===== src/rtl/pwm_capture.sv =====
// pwm_capture: measures an incoming PWM waveform and reports its high and
// low durations in clkin cycles.
//
// Ports:
//   clkin     - system clock, all state changes on the rising edge
//   rst       - synchronous active-low reset
//   en        - capture enable; low forces IDLE, results hold
//   sigin     - asynchronous PWM input
//   onperiod  - last measured high time (cycles)
//   offperiod - last measured low time (cycles)
//   valid     - one-cycle pulse when onperiod/offperiod update
//   ovf       - a counter of the reported measurement saturated
//   timeout   - level, high while the active phase counter is saturated
module pwm_capture #(
  parameter int unsigned WIDTH = 17
) (
  input  logic             clkin,
  input  logic             rst,
  input  logic             en,
  input  logic             sigin,
  output logic [WIDTH-1:0] onperiod,
  output logic [WIDTH-1:0] offperiod,
  output logic             valid,
  output logic             ovf,
  output logic             timeout
);

  localparam logic [WIDTH-1:0] CntMax = '1;
  localparam logic [WIDTH-1:0] CntOne = WIDTH'(1);

  typedef enum logic [1:0] {
    StIdle,
    StWaitRise,
    StMeasHigh,
    StMeasLow
  } state_e;

  state_e           state;
  logic             s1;
  logic             s2;
  logic             s3;
  logic [WIDTH-1:0] hcnt;
  logic [WIDTH-1:0] lcnt;
  logic             ovf_acc;  // saturation seen during the current high+low pair

  logic             rise;
  logic             fall;
  logic             hcnt_at_max;
  logic             lcnt_at_max;
  logic             hcnt_to_max;
  logic             lcnt_to_max;

  // Both edges come from the same s2/s3 pair, so high and low times see
  // identical synchronizer delay and a high of N samples reports exactly N.
  assign rise = s2 & ~s3;
  assign fall = ~s2 & s3;

  // Counter is already saturated, or its next increment saturates it.
  assign hcnt_at_max = (hcnt == CntMax);
  assign lcnt_at_max = (lcnt == CntMax);
  assign hcnt_to_max = (hcnt == (CntMax - CntOne));
  assign lcnt_to_max = (lcnt == (CntMax - CntOne));

  always_ff @(posedge clkin) begin
    if (!rst) begin
      state     <= StIdle;
      s1        <= 1'b0;
      s2        <= 1'b0;
      s3        <= 1'b0;
      hcnt      <= '0;
      lcnt      <= '0;
      ovf_acc   <= 1'b0;
      onperiod  <= '0;
      offperiod <= '0;
      valid     <= 1'b0;
      ovf       <= 1'b0;
      timeout   <= 1'b0;
    end else begin
      s1      <= sigin;
      s2      <= s1;
      s3      <= s2;
      valid   <= 1'b0;
      timeout <= 1'b0;

      if (!en) begin
        state   <= StIdle;
        hcnt    <= '0;
        lcnt    <= '0;
        ovf_acc <= 1'b0;
      end else begin
        case (state)
          StIdle: begin
            state <= StWaitRise;
          end

          // The period in progress at enable is partial, so measurement
          // only starts on the first rise seen here.
          StWaitRise: begin
            if (rise) begin
              state   <= StMeasHigh;
              hcnt    <= CntOne;
              ovf_acc <= 1'b0;
            end
          end

          StMeasHigh: begin
            if (fall) begin
              state <= StMeasLow;
              lcnt  <= CntOne;
            end else if (hcnt_at_max) begin
              timeout <= 1'b1;
            end else begin
              hcnt <= hcnt + CntOne;
              if (hcnt_to_max) begin
                ovf_acc <= 1'b1;
                timeout <= 1'b1;
              end
            end
          end

          // A rise wins over saturation: the period is still reported and
          // ovf_acc already carries the saturation.
          StMeasLow: begin
            if (rise) begin
              onperiod  <= hcnt;
              offperiod <= lcnt;
              ovf       <= ovf_acc;
              valid     <= 1'b1;
              state     <= StMeasHigh;
              hcnt      <= CntOne;
              ovf_acc   <= 1'b0;
            end else if (lcnt_at_max) begin
              timeout <= 1'b1;
            end else begin
              lcnt <= lcnt + CntOne;
              if (lcnt_to_max) begin
                ovf_acc <= 1'b1;
                timeout <= 1'b1;
              end
            end
          end

          default: begin
            state <= StIdle;
          end
        endcase
      end
    end
  end

endmodule


===== config.mk =====
export PLATFORM = sky130hd
export DESIGN_NAME = pwm_capture
export DESIGN_NICKNAME = d
export VERILOG_FILES = /design/src/rtl/pwm_capture.sv
export SDC_FILE = /design/constraint.sdc
export NUM_CORES = 1
export LEC_CHECK = 0
export BUFFER_PORTS_ARGS = -buffer_cell sky130_fd_sc_hd__buf_2
export CORE_AREA = 4 4 113 115
export CTS_CLUSTER_DIAMETER = 150
export DETAILED_ROUTE_END_ITERATION = 8
export DIE_AREA = 0 0 117 119
export PLACE_DENSITY = 0.52
export SYNTH_ARGS = -nofsm -noshare
export SYNTH_HDL_FRONTEND = slang
export SYNTH_SLANG_ARGS = --single-unit

===== constraint.sdc =====
create_clock -name clkin -period 3.33 [get_ports clkin]
set_input_delay 0.333 -clock clkin [delete_from_list [all_inputs] [get_ports clkin]]
set_output_delay 0.333 -clock clkin [all_outputs]
set_load 0.02 [all_outputs]

==> Yosys cells after proc, flatten, opt, wreduce, memory -nomap -nowiden <==
Index checks and enable logic that the tools add are counted.
{ "classes": {"n_addsub": 2, "n_mul": 0, "div": 0, "magnitude_cmp": 0, "eq_ne": 17, "shifts": 0, "n_mux": 27, "n_bitwise": 4, "n_reduce_logical": 12} }
{ "op_table": {"columns": ["cell", "n"], "rows": [
  ["17-bit 2-to-1 mux", 6],
  ["17-bit == test (second input constant)", 4],
  ["17-bit one-hot mux with 2 select lines", 2],
  ["17-bit by 1-bit adder with 17-bit output (second input constant)", 2],
  ["1-bit 2-to-1 mux", 14],
  ["2-bit != test (second input constant)", 7],
  ["4-bit AND reduction", 2],
  ["7-bit AND reduction", 1],
  ["3-bit != test (second input constant)", 2],
  ["2-bit one-hot mux with 3 select lines", 1],
  ["3-bit AND reduction", 2],
  ["2-bit == test (second input constant)", 2],
  ["2-bit 2-to-1 mux", 2],
  ["2-bit AND reduction", 2],
  ["2-bit nonzero test", 2],
  ["1-bit one-hot mux with 3 select lines", 1],
  ["3-bit nonzero test", 1],
  ["1-bit bitwise AND", 2],
  ["2-bit by 1-bit == test with 1-bit output (second input constant)", 1],
  ["2-bit zero test", 1],
  ["2-bit by 1-bit != test with 1-bit output (second input constant)", 1],
  ["1-bit NOT", 2],
  ["1-bit one-hot mux with 2 select lines", 1],
  ["2-bit OR reduction", 1]
]} }
{ "word_totals": {"regBits": 77, "latch_bits": 0, "ramBits": 0, "mem_bits_ro": 0, "inputBits": 4, "out_inout_bits": 37, "elab_cells": 74, "mem_count": 0} }

==> Logic depth before layout (Yosys ltp) <==
Gate-level depths: netlist of the first run.
{ "depth": {"word_depth": 5, "mapped_depth": 11, "depth_no_buf": 9} }

==> Worst setup path after synthesis of the first run <==
OpenSTA, ideal clock, no wires.
{ "synth_timing": {"path_type": "flip-flop to flip-flop", "start": "register lcnt[9]", "end": "register lcnt[16]", "setup_time_ns": 0.070, "arrival_time_ns": 2.398, "required_time_ns": 3.260, "path_slack_ns": 0.861, "path_stages_with_launch": 11, "n_path_buf": 2, "period_less_slack_ns": 2.469, "cell_sequence": "dfxtp_1 -> nand4_2 -> or4_4 -> nor2_1 -> ha_1 -> inv_1 -> a31oi_1 -> buf_2 -> buf_2 -> o21ai_0 -> a21oi_1"} }
{ "synth_between": {"elab_chain_len": 4, "word_cells_on_any_way": 7, "classes_between": "add/sub (1); eq/ne (2); mux (3); reduce/logical (1)"} }
{ "synth_lines": {"columns": ["item", "line", "source"], "rows": [
  ["start: declaration", "43", "logic [WIDTH-1:0] lcnt;"],
  ["start signal: assignment", "109", "lcnt <= CntOne;"],
  ["start signal: assignment", "135", "lcnt <= lcnt + CntOne;"],
  ["17-bit by 1-bit adder with 17-bit output", "135", null],
  ["17-bit 2-to-1 mux", "132", "end else if (lcnt_at_max) begin"],
  ["17-bit 2-to-1 mux", "124", "if (rise) begin"],
  ["17-bit one-hot mux with 2 select lines", "91", "case (state)"]
]} }
Several ways; a longest one is shown, not always the timed one. The select of a mux whose other input is x is not followed.
A chain may end at the register's enable or synchronous reset.

==> Final worst setup path of the first run <==
{ "layout_timing": {"start": "register hcnt[3]", "end": "register hcnt[7]"} }
{ "layout_between": {"elab_chain_len": 4, "word_cells_on_any_way": 7, "classes_between": "add/sub (1); eq/ne (2); mux (3); reduce/logical (1)"} }
{ "layout_lines": {"columns": ["item", "line", "source"], "rows": [
  ["start: declaration", "42", "logic [WIDTH-1:0] hcnt;"],
  ["start signal: assignment", "101", "hcnt <= CntOne;"],
  ["start signal: assignment", "113", "hcnt <= hcnt + CntOne;"],
  ["start signal: assignment", "130", "hcnt <= CntOne;"],
  ["17-bit by 1-bit adder with 17-bit output", "113", null],
  ["17-bit 2-to-1 mux", "110", "end else if (hcnt_at_max) begin"],
  ["17-bit 2-to-1 mux", "107", "if (fall) begin"],
  ["17-bit one-hot mux with 2 select lines", "91", null]
]} }
Several ways; a longest one is shown, not always the timed one. The select of a mux whose other input is x is not followed.

==> results.md, run 1 <==
## Run status
* finished clean — result of the run

## Global routing
* 2878 — number of global-route vias before repair
* 14200 µm — wire length of the first global-routing pass
* 0 — number of antenna violations at the first check in global routing
* 0 — overall overflow remaining after global route
* 42 — largest net degree at the start of global routing
* 12.8% — GRT Overall Usage

## Floorplan
* 13900 µm² — DIE AREA
* 40 — number of placement rows
* 29.4% — starting density of the core
* 119 µm — overall die height
* 117 µm — horizontal die dimension
* 41 — number of placed I/O pins
* 11800 µm² — core footprint

## Clock tree
* 3 — number of H-tree levels
* 0 — hold buffer count at CTS
* 0 — count of instances resized after the clock tree is built
* 0.06 ns — clock transition at the registers of the reported paths
* 2 — clock buffer depth
* 0 — post-CTS setup buffer count
* clkbuf_16 — master cell of the clock root buffer
* 0.34 ns — source-to-sink clock delay at the later pin of the worst-skew pair
* 9 — CTS buffer count
* built — TritonCTS clock tree
* 77 — total clock sinks

## Synthesis
* 47 — Synth cell types
* nand2_1 — most frequent cell after synthesis
* 44.4% — share of synthesized area occupied by flip-flops and latches
* nand2_1, dfxtp_1, a21boi_0 — top cells by count, synth
* 77 — Yosys reg bits
* 0% — share of synthesized registers carrying an async set or reset
* 8.31 µm² — average instance area after synthesis
* 428 — number of nets produced by synthesis
* dfxtp_1 — library cell with the largest summed area after synthesis
* 418 — number of instances in the synthesized netlist
* dfxtp_1, nand2_1, a21boi_0, a21oi_1, o31ai_1 — top cells by area, synth
* 0 — yosys synthesis warning count
* 0 — EDFF count, synth
* 44.4% — top cell type's share of synthesized area
* 3470 µm² — netlist area before placement
* dfxtp_1 — Synth Flop Type

## STA
* no — setup repair after global routing missed its margin
* 0.671 ns — actual slew at the worst max-slew pin
* 0.790 ns — minimum setup slack in the final design
* 0 ns — total negative slack for setup checks
* 0 — final hold viol count
* 76.3% — portion of the clock cycle consumed by the worst path in the final layout
* 55.2% — Max-slew headroom
* 0 — Setup violations, final
* 0.201 ns — Hold Slack
* 0.00761 ns — setup clock skew after layout
* 0.394 GHz — max frequency
* 0 — max-slew violation count
* 2.54 ns — crit path time final

## Worst setup path
* reg2reg — type of the setup path with the least slack
* hcnt[3] — crit path from
* hcnt[7] — Critical R2R Capture
* flip-flop — type of element capturing the critical path
* 0.79 ns — r2r setup slk
* 9 — critical path fanouts, max
* 3.52 ns — Worst EP required
* flip-flop — crit start category
* 9 — Worst Reg-to-Reg Cells
* hcnt[3] — source of the worst register-to-register timing path
* 2.73 ns — critical path arrival

## Cells and area
* 4060 µm² — post-route standard cell area excluding fillers
* 1790 µm² — multi-input logic area
* 1276 — number of filler cells placed in the layout
* 34.3% — Layout Utilization
* 0 — total inserted antenna cells
* 14.3% — fraction of final layout cells with drive strength greater than 1
* 602 — number of cells in the finished layout apart from fillers
* 16.8% — Syn-to-layout area delta
* 460 — net total in the final layout
* 1540 µm² — area taken by flip-flops and latches

## Route
* 4 — first drt pass iteration count
* 8490 µm — total wire length after detailed routing
* 3101 — count of vias placed by the detailed router
* 183 — DR iter-0 viols
* 14.1 µm — wire length per cell after detailed routing
* 5.15 — mean number of vias per cell
* 0 — Antenna Nets Post-Route
* 0 — count of unresolved DRC violations after routing

## Min path
* s1 — Worst Hold End
* 2 — Worst Hold Path Cells
* in2reg — path class of the lowest-slack min-delay path
* sigin — Hold Startpoint

## Run
* 0 — max cap viols

## Pwr
* 46.9% — clock network fraction of design power
* 1.84 mW — Design Power
* 1.34 nW — leak pwr
* 50.6% — share of total power in sequential cells
* 1.44 mW — P_int
* 453 nW/µm² — total power per unit cell area
* 2.5% — proportion of power drawn by combinational gates
* 21.5% — switching share of total power
* 395 µW — switching component of the power
* 0.231 mV — worst IR drop on VDD

## Place
* 586 — Post-Place Cells
* 0.860 ns — Worst Setup Slack post-DPL
* 5810 µm — half-perimeter wire length after placement
* 3800 µm² — instance area after placement
* 40 — Buffers on Ports
* 0.812 — RD Place Congestion

[final cells by class]
type | instances | share of cell area [%]
multi-input combinational | 304 | 44.0
sequential | 77 | 38.0
timing repair buffer | 46 | 6.05
clock buffer | 14 | 6.01
tap | 147 | 4.53
inverter | 12 | 1.11
clock inverter | 2 | 0.247
[layer usage]
metal / part of all wire, % / wire [µm] / track usage [%] / vias up
met3: 4.5 / 383 / 3.51 / 15
li1: - / - / - / 1587
met1: 52 / 4380 / 17.6 / 1450
met4: 2.3 / 193 / 5.66 / 0
met5: 0 / 0 / 0 / -
met2: 42 / 3530 / 18.5 / 49
[sequential cells by signal (all words and copies together), names as in the netlist, 2 cells and up]
name	flops
offperiod	17
onperiod	17
lcnt	17
hcnt	17
state	2
[critical path, cell delays in order (launching register included)]
cell	delay, ns
dfxtp_1	0.43
and4_1	0.36
nand3_2	0.22
nor3_1	0.25
ha_1	0.25
nor2b_1	0.09
a31oi_1	0.39
buf_4	0.24
or4_1	0.11
a21oi_1	0.06
[worst max path at each step]
| stage | to | slack, ns |
|---|---|---|
| global route | hcnt[9] | 0.64 |
| detailed placement | hcnt[3] | 0.86 |
| global placement | hcnt[5] | 0.99 |
| CTS | hcnt[7] | 0.85 |
| floorplan | lcnt[16] | 0.86 |
| finish | hcnt[7] | 0.79 |
[cell families (layout without fill, tap and decap cells)]
logic type | count (synthesis) | in the layout | share of synthesized area (%)
AOI/OAI and AO/OA | 110 | 110 | 20.9
muxes | 2 | 2 | 0.612
xor gates and xnor gates | 1 | 1 | 0.252
adders and majority gates | 6 | 6 | 2.16
buffers and inverters | 37 | 74 | 4.25
DFF | 77 | 77 | 44.4
and+or+nand+nor | 185 | 185 | 27.5
[cells in the final DEF (no fill, tap or decap), types with 3 or more instances in the layout]
cell type	count
o2111ai_1	4
clkbuf_1	5
nand4_1	9
clkbuf_16	9
buf_2	40
o31ai_1	18
and2_1	5
nand2_1	87
nor4_1	6
nand3_1	13
or3_1	7
or4_1	16
and4_1	3
dfxtp_1	77
buf_4	6
nor2b_1	3
a21boi_0	35
inv_1	11
ha_1	6
nor3_1	7
o21ai_0	10
nand2b_1	4
a21oi_1	33
nor2_1	9
[power groups by stage]
stage	Combinational, mW	Clock [mW]	Sequential, mW
CTS	0.0466	0.888	0.928
detailed placement	0.0464	0	0.948
global placement	0.0457	0	0.949
finish	0.0458	0.862	0.929
global route	0.0514	0.932	0.928
floorplan	0.0354	0	0.945
Power figures use the tool's default switching activity.
==> inputs of run 2 (changes only) <==
Clock period 3.33 ns to 2.5 ns, I/O delays scaled along.
==> run 2 against run 1 <==
Effect of this change: cell count grew 1.3%; worst setup slack worse by 0.62 ns; non-clock buffer count up 8; global-route usage about the same; design area is 3.0% higher; combinational power increased by 37%; count of clock-buffer cells in the layout shrank 2; critical path depth is the same; core utilization grew 1.0 points; critical endpoint is now lcnt[11]; largest cell class unchanged; largest power group is now the clock network.
==> results.md, run 2 (synthesized netlist as in run 1, its figures left out) <==
## Worst setup path
* 0.55 ns — delay of the slowest critical-path stage, +0.12 ns
* 9 — Worst Reg-to-Reg Cells, unchanged
* 0.17 ns — r2r setup slk, -0.62 ns
* lcnt[8] — crit path from
* or4_4 — CP max stage cell
* 2 — buffers and inverters on the worst path, +1
* lcnt[8] — source of the worst register-to-register timing path
* flip-flop — crit start category
* 28 — critical path fanouts, max, +19
* 2.56 ns — critical path arrival, -0.17 ns
* nand4_2, or4_4, nor2_1, ha_1, inv_1, a31oi_1, buf_6, nor4_1, o21a_1 — cell-by-cell trace of the critical path
* simple AND/OR/NAND/NOR gates — Largest delay share family, worst path
* lcnt[11] — Critical R2R Capture
* reg2reg — type of the setup path with the least slack
* 2.73 ns — Worst EP required, -0.79 ns
* flip-flop — type of element capturing the critical path

## Floorplan
* 11800 µm² — core footprint, unchanged
* 29.4% — starting density of the core, unchanged
* 119 µm — overall die height, unchanged
* 13900 µm² — DIE AREA, unchanged
* 41 — number of placed I/O pins, unchanged
* 40 — number of placement rows, unchanged
* 117 µm — horizontal die dimension, unchanged

## Cells and area
* nand2_1, dfxtp_1, buf_2 — most used cells in the layout excluding fill and tap cells
* 0 — total inserted antenna cells, unchanged
* 1790 µm² — multi-input logic area, unchanged
* 20.3% — Syn-to-layout area delta
* 1235 — number of filler cells placed in the layout, -3.2%
* 1540 µm² — area taken by flip-flops and latches, unchanged
* 4180 µm² — post-route standard cell area excluding fillers, +3.0%
* 16.8% — fraction of final layout cells with drive strength greater than 1, +2.6 points
* nand2_1 — most frequent standard cell in the layout excluding fill and tap cells
* 468 — net total in the final layout, +1.7%
* 35.4% — Layout Utilization, +1.0 points

## Route
* 0 — count of unresolved DRC violations after routing, unchanged
* 158 — DR iter-0 viols, -14%
* 3066 — count of vias placed by the detailed router, -1.1%
* 5.03 — mean number of vias per cell, -2.4%
* 8550 µm — total wire length after detailed routing, +0.69%
* 4 — first drt pass iteration count, unchanged
* 14.0 µm — wire length per cell after detailed routing, -0.63%
* 0 — Antenna Nets Post-Route, unchanged

## Global routing
* 12.8% — GRT Overall Usage, +0.034 points
* 14400 µm — wire length of the first global-routing pass, +1.4%
* 29 — largest net degree at the start of global routing, -31%
* 0 — number of antenna violations at the first check in global routing, unchanged
* 0 — overall overflow remaining after global route, unchanged
* 2933 — number of global-route vias before repair, +1.9%

## Clock tree
* 2 — clock buffer depth, unchanged
* 0 — hold buffer count at CTS, unchanged
* built — TritonCTS clock tree
* 0.06 ns — clock transition at the registers of the reported paths, about the same
* 77 — total clock sinks, unchanged
* 9 — CTS buffer count, unchanged
* clkbuf_16 — master cell of the clock root buffer
* 0.33 ns — source-to-sink clock delay at the later pin of the worst-skew pair, about the same
* 3 — number of H-tree levels, unchanged

## STA
* 0 — Setup violations, final, unchanged
* 2.33 ns — crit path time final, -0.206 ns
* 0.428 GHz — max frequency, +8.8%
* no — setup repair after global routing missed its margin
* 93.4% — portion of the clock cycle consumed by the worst path in the final layout, +17 points
* 0.665 ns — actual slew at the worst max-slew pin, -0.00594 ns
* 55.6% — Max-slew headroom, +0.40 points
* 0 — max-slew violation count, unchanged
* 0 — final hold viol count, unchanged
* 0.00607 ns — setup clock skew after layout, -0.00154 ns
* 0 ns — total negative slack for setup checks, unchanged

## Pwr
* 20.7% — switching share of total power, -0.83 points
* 50.9% — clock network fraction of design power, +4.0 points
* 0.306 mV — worst IR drop on VDD, +33%
* 46.7% — share of total power in sequential cells, -3.9 points
* 634 nW/µm² — total power per unit cell area, +40%
* 2.4% — proportion of power drawn by combinational gates, about the same
* 548 µW — switching component of the power, +39%
* 2.10 mW — P_int, +46%
* 1.42 nW — leak pwr, +5.5%

## Run status
* finished clean — result of the run

## Min path
* sigin — Hold Startpoint
* 2 — Worst Hold Path Cells, unchanged
* s1 — Worst Hold End
* in2reg — path class of the lowest-slack min-delay path

## Place
* 3860 µm² — instance area after placement, +1.6%
* 40 — Buffers on Ports, unchanged
* 5920 µm — half-perimeter wire length after placement, +1.9%
* 0.785 — RD Place Congestion, -3.3%

## Run
* 0 — max cap viols, unchanged

==> run 2: cell count changes in the layout (fill, tap and decap cells not counted), sizes merged <==
cell / before / now
buf: 46 / 54
clkbuf: 14 / 12
bufinv: 0 / 1
clkinv: 3 / 4
==> run 2: timing repair <==
action,in CTS,in global routing
hold endpoints to repair,0,0
gates resized for setup,0,1
setup buffers,0,0
setup endpoints to repair,0,8
==> run 2: power groups by stage <==
stage | sequential (mW) | clock (mW) | combinational (mW)
after floorplan | 1.26 | 0 | 0.0471
after global placement | 1.26 | 0 | 0.0617
after detailed placement | 1.26 | 0 | 0.0624
after CTS | 1.24 | 1.38 | 0.0624
after global routing | 1.24 | 1.42 | 0.0693
final | 1.24 | 1.35 | 0.0626
==> run 2: metal layers <==
metal | global-route usage (%) | up-vias | part of all wire (%)
met3 | 2.59 | 13 | 4.0
met4 | 6.45 | 0 | 2.3
met2 | 18.7 | 40 | 42
met5 | 0 | - | 0
li1 | - | 1586 | -
met1 | 17.7 | 1427 | 52
==> run 2: layout make-up <==
class | count | area share, %
clock inverters | 4 | 1.08
multi-input cells | 304 | 42.8
flip-flops and latches | 77 | 36.9
inverters | 12 | 1.08
repair buffers | 54 | 7.40
clock buffers | 12 | 6.38
well taps | 147 | 4.40
==> run 2: worst max path at each step <==
stage / endpoint / slack [ns] / depth (start not counted)
floorplan: lcnt[16] / 0.03 / 10
global placement: lcnt[11] / 0.23 / 9
detailed placement: lcnt[11] / 0.16 / 9
CTS: lcnt[11] / 0.15 / 9
global route: lcnt[11] / 0.004 / 9
finish: lcnt[11] / 0.17 / 9
==> run 2: metrics by stage <==
| stage | hold WS (ns) | instances | total power, mW | worst slack, ns |
|---|---|---|---|---|
| detailed placement | 0.419 | 594 | 1.33 | 0.160 |
| finish | 0.125 | 610 | 2.65 | 0.166 |
| CTS | 0.121 | 610 | 2.68 | 0.155 |
| global placement | 0.418 | 594 | 1.32 | 0.234 |
| global route | 0.126 | 610 | 2.73 | 0.00445 |
| floorplan | 0.377 | 418 | 1.31 | 0.0314 |
